## src/rtl/parallel_descrambler.sv

```systemverilog
`default_nettype none
// ============================================================================
// parallel_descrambler : WIDTH-bit-per-beat x^7+x^4+1 descrambler, seed taken
//                        from the SERVICE field (SYNC_EN=1) or preset (SYNC_EN=0)
// Revision 1.0
// ============================================================================
module parallel_descrambler #(
   parameter int         WIDTH   = 1,
   parameter bit         SYNC_EN = 1'b1,
   parameter logic [6:0] SEED    = 7'b1111111
) (
   input  logic             Clock,
   input  logic             Reset,
   input  logic             InValid,
   input  logic [WIDTH-1:0] Input,
   input  logic             FrameStart,
   input  logic             Bypass,
   output logic             OutValid,
   output logic [WIDTH-1:0] Output,
   output logic [6:0]       SeedOut,
   output logic             SeedValid,
   output logic             SeedError
);

   typedef enum logic [1:0] {
      ST_IDLE = 2'd0,
      ST_SYNC = 2'd1,
      ST_RUN  = 2'd2
   } state_t;

   localparam logic [6:0] c_lfsr_init = 7'b1111111;
   localparam logic [4:0] c_cnt_max   = 5'd16;

   state_t             r_state;
   logic [6:0]         r_lfsr;
   logic [4:0]         r_cnt;
   logic               r_out_valid;
   logic [WIDTH-1:0]   r_data;
   logic [6:0]         r_seed_out;
   logic               r_seed_valid;
   logic               r_seed_error;

   state_t             w_state;
   logic [6:0]         w_lfsr;
   logic [4:0]         w_cnt;
   logic               w_err;
   logic [WIDTH-1:0]   w_data;
   logic               w_seed_hit;
   logic [6:0]         w_seed;
   logic               w_f;

   // Whole beat is walked bit by bit; the state may change from SYNC to RUN
   // part-way through, so later bits of the same beat are descrambled.
   always_comb begin
      w_state    = r_state;
      w_lfsr     = r_lfsr;
      w_cnt      = r_cnt;
      w_err      = r_seed_error;
      w_data     = '0;
      w_seed_hit = 1'b0;
      w_seed     = r_seed_out;
      w_f        = 1'b0;
      if (FrameStart) begin
         w_cnt = '0;
         w_err = 1'b0;
         if (SYNC_EN) begin
            w_state = ST_SYNC;
         end else begin
            w_state = ST_RUN;
            w_lfsr  = SEED;
         end
      end
      for (int i = 0; i < WIDTH; i++) begin
         case (w_state)
            ST_SYNC: begin
               w_lfsr    = {w_lfsr[5:0], Input[i]};
               w_data[i] = 1'b0;
               w_cnt     = (w_cnt == c_cnt_max) ? c_cnt_max : w_cnt + 5'd1;
               if (w_cnt == 5'd7) begin
                  w_state    = ST_RUN;
                  w_seed_hit = 1'b1;
                  w_seed     = w_lfsr;
               end
            end
            ST_RUN: begin
               w_f       = w_lfsr[6] ^ w_lfsr[3];
               w_data[i] = Input[i] ^ w_f;
               if (w_data[i] && (w_cnt >= 5'd7) && (w_cnt <= 5'd15)) begin
                  w_err = 1'b1;
               end
               w_lfsr = {w_lfsr[5:0], w_f};
               w_cnt  = (w_cnt == c_cnt_max) ? c_cnt_max : w_cnt + 5'd1;
            end
            default: begin
               w_data[i] = Input[i];
            end
         endcase
      end
   end

   always_ff @(posedge Clock) begin
      if (!Reset) begin
         r_state      <= ST_IDLE;
         r_lfsr       <= c_lfsr_init;
         r_cnt        <= '0;
         r_out_valid  <= 1'b0;
         r_data       <= '0;
         r_seed_out   <= '0;
         r_seed_valid <= 1'b0;
         r_seed_error <= 1'b0;
      end else begin
         r_seed_valid <= 1'b0;
         r_out_valid  <= InValid;
         if (InValid && Bypass) begin
            r_data <= Input;
         end else if (InValid) begin
            r_state      <= w_state;
            r_lfsr       <= w_lfsr;
            r_cnt        <= w_cnt;
            r_data       <= w_data;
            r_seed_error <= w_err;
            if (w_seed_hit) begin
               r_seed_out   <= w_seed;
               r_seed_valid <= 1'b1;
            end
         end
      end
   end

   assign OutValid  = r_out_valid;
   assign Output    = r_data;
   assign SeedOut   = r_seed_out;
   assign SeedValid = r_seed_valid;
   assign SeedError = r_seed_error;

endmodule
`default_nettype wire

```

## config.mk

```make
export PLATFORM = sky130hd
export DESIGN_NAME = parallel_descrambler
export DESIGN_NICKNAME = d
export VERILOG_FILES = /design/src/rtl/parallel_descrambler.sv
export SDC_FILE = /design/constraint.sdc
export NUM_CORES = 1
export LEC_CHECK = 0
export CORE_MARGIN = 5
export CORE_UTILIZATION = 45
export CTS_BUF_LIST = sky130_fd_sc_hd__clkbuf_8 sky130_fd_sc_hd__clkbuf_16
export DETAILED_ROUTE_END_ITERATION = 8
export PLACE_DENSITY = 0.68
export SLEW_MARGIN = 25
export SYNTH_ARGS = -nofsm -noshare
export SYNTH_HDL_FRONTEND = slang
export SYNTH_SLANG_ARGS = --single-unit
```

## constraint.sdc

```tcl
create_clock -name Clock -period 2.88 [get_ports Clock]
set_clock_uncertainty 0.15 [all_clocks]
set_input_delay 0.432 -clock Clock [delete_from_list [all_inputs] [get_ports Clock]]
set_output_delay 0.432 -clock Clock [all_outputs]
set_load 0.005 [all_outputs]
```

==> run metrics <==
number of flops mapped to enable cells by yosys=0; Total Routing Usage GR=0.147; sequential fraction of the synthesis area=0.435; CTS Buf Count=3; Cells after Synth=133; Synth Warn #=0; Switching Share=0.235; Synth async-reset ratio=0; CP arrival=2.47 ns; Max Fclk=405 MHz; Horiz. Die Dim=a little over 60 µm; Max Slew Vio Count=0; Critical Path End Type=register; crit share post-route=0.858; vias in the first global route=949; # H-tree levels=1; Routed Antenna Nets=0; Inserted Diodes=0; vias after detailed routing=980; Final min period=~2.5 ns; routability cong.=0.854; global route total overflow=0; Worst Path Max Fanout=7; DR vias/cell=5.33; post-CTS setup buffer count=0; Row Count=18; cts repair resizes=0; largest net degree at the start of global routing=14; Nets=164; Bufs on Longest Clock Path=2; Pint=around 480 µW; Reg power frac=0.578; share of cells above drive strength 1=0.0909; Core ar.=between 2000 and 2500 µm²; WHS=0.334 ns; clk sinks=25; final count of hold timing violations=0; Max VDD drop=0.352 mV; Boundary Pins=17; number of max-cap violations=0; RSZ-0062 raised after global routing=no; fillers=231; initial antenna violation count=0; HP Class=register to register; setup_tns=0 ns; leak pwr=0.000569 µW; endpoints failing setup=0; post-detail-place hpwl=1.77 mm; die extent in y=roughly 61 µm; Post-Route WL=about 2.4 mm; CTS tree=built; synthesized flop and latch total=25; Worst-Margin Slew=between 0.4 and 0.5 ns; PortBufs=16; first-pass iteration count of the detailed router=4; Synth Net Count=142; worst skew pair latency=0.26 ns; Comb pwr share=0.110; Power Dens Cells=~450 nW/µm²; CP Class=input pin to register; global-route wire length before repair=4.11 mm; Die ar.=approximately 3700 µm²; # hold bufs at CTS=0; Net Sw Power=about 150 µW; drt initial violations=32; clk root buf=clkbuf_8; outcome=finished, final reports clean; wire length per cell=12.8 µm; area grow syn2layout=22.2%; Cell Area, Synth=between 1000 and 1500 µm²; WP data required=2.88 ns; DRC viols=0; Synth Flop Type=dfxtp_1; Starting Density=0.468; Distinct cells, synth=34; Max-Slew Margin vs Limit=0.732; clock transition at the registers of the reported paths=0.08 ns; critical path startpoint category=input pin; Syn Area/Cell=8.65 µm²; Clk pwr share=0.313
==> cell usage in the layout (no fill, tap or decap), types with 2 or more instances in the layout <==
cell,synthesis,final
dfxtp_1,25,25
nand2_1,20,20
clkdlybuf4s50_1,0,16
nor2_1,13,13
nand3_1,9,9
mux2i_1,8,8
a21oi_1,8,8
o21ai_0,7,7
buf_4,1,7
inv_1,5,6
nand2b_1,4,4
o211ai_1,3,3
ha_1,3,3
clkbuf_8,0,3
and3_1,2,2
nand3b_1,2,2
a31oi_1,2,2
nor4_1,2,2
==> cells by family (layout without fill, tap and decap cells) <==
kind of cell,count (synthesis),after routing,share of synthesized area
muxes,8,8,0.0696
and+or+nand+nor,61,61,0.275
adders and majority gates,3,3,0.0326
AOI/OAI and AO/OA,24,24,0.128
buffers and inverters,11,32,0.0511
DFF,25,25,0.435
xor gates and xnor gates,1,1,0.00762
==> sequential cells by signal, summed over array words and instances (netlist names) <==
name	count
OutValid	1
Output	1
SeedError	1
SeedOut	7
SeedValid	1
r_cnt	5
r_lfsr	7
r_state	2
==> power groups by stage <==
stage          registers, µW  clock network (µW)  logic, µW
4_1_cts                  365                 206       69.9
3_3_place_gp             373                   0       68.4
6_report                 365                 197       69.3
2_1_floorplan            369                   0       45.7
3_5_place_dp             373                   0       69.4
5_1_grt                  367                 221       77.7
==> layout make-up <==
class / instances / area (µm²) / share of cell area
Sequential cell: 25 / 500 / 0.356
Tap cell: 30 / 37.5 / 0.0267
Timing Repair Buffer: 23 / 213 / 0.151
Clock buffer: 3 / 41.3 / 0.0294
Clock inverter: 1 / 3.75 / 0.00267
Inverter: 5 / 18.8 / 0.0134
Multi-Input combinational cell: 97 / 591 / 0.420
==> synth_stat cells (2+ instances only) <==
cell,count,area share
mux2i_1,8,0.070
o211ai_1,3,0.020
nor2_1,13,0.042
clkbuf_1,2,0.0065
dfxtp_1,25,0.44
nand2b_1,4,0.022
nand2_1,20,0.065
a21oi_1,8,0.035
nand3b_1,2,0.013
ha_1,3,0.033
o21ai_0,7,0.030
and3_1,2,0.011
nand3_1,9,0.039
nor4_1,2,0.011
inv_1,5,0.016
a31oi_1,2,0.011
==> path summary, 6_finish.rpt <==
check | startpoint | to | slack (ns) | cells past startpoint
setup / recovery | FrameStart | SeedOut[5] | 0.41 | 9
hold / removal | SeedError | SeedError | 0.33 | 2
setup reg to reg | r_cnt[0] | SeedOut[5] | 0.62 | 8
hold reg to reg | SeedError | SeedError | 0.33 | 2
==> layer usage <==
layer | part of all wire | wire length (µm) | global-route usage | vias up
met5 | 0 | 0 | 0 | -
met4 | 0.0068 | 16 | 0.0588 | 0
met3 | 0.029 | 69 | 0.0319 | 2
met2 | 0.49 | 1150 | 0.242 | 8
met1 | 0.48 | 1120 | 0.188 | 468
li1 | - | - | - | 502
==> worst max-delay path, cell delays in order <==
cell and delay [ns]:
clkdlybuf4s50_1 0.48, and3b_2 0.22, and3_1 0.18, ha_1 0.29, nand4_1 0.16, nor4_4 0.23, buf_4 0.21, mux2i_1 0.20
nor2_1 0.05
==> per-stage QoR <==
step	utilization	std cells	area, µm²	power (µW)	setup slack [ns]
2_1_floorplan	-	133	1150	415	0.594
3_3_place_gp	0.554	180	1360	441	0.176
3_5_place_dp	0.554	180	1360	442	0.134
4_1_cts	0.572	184	1410	641	0.398
5_1_grt	0.572	184	1410	666	0.272
6_report	0.572	184	1410	631	0.410
Note: power is estimated with default switching activity, not from simulation.
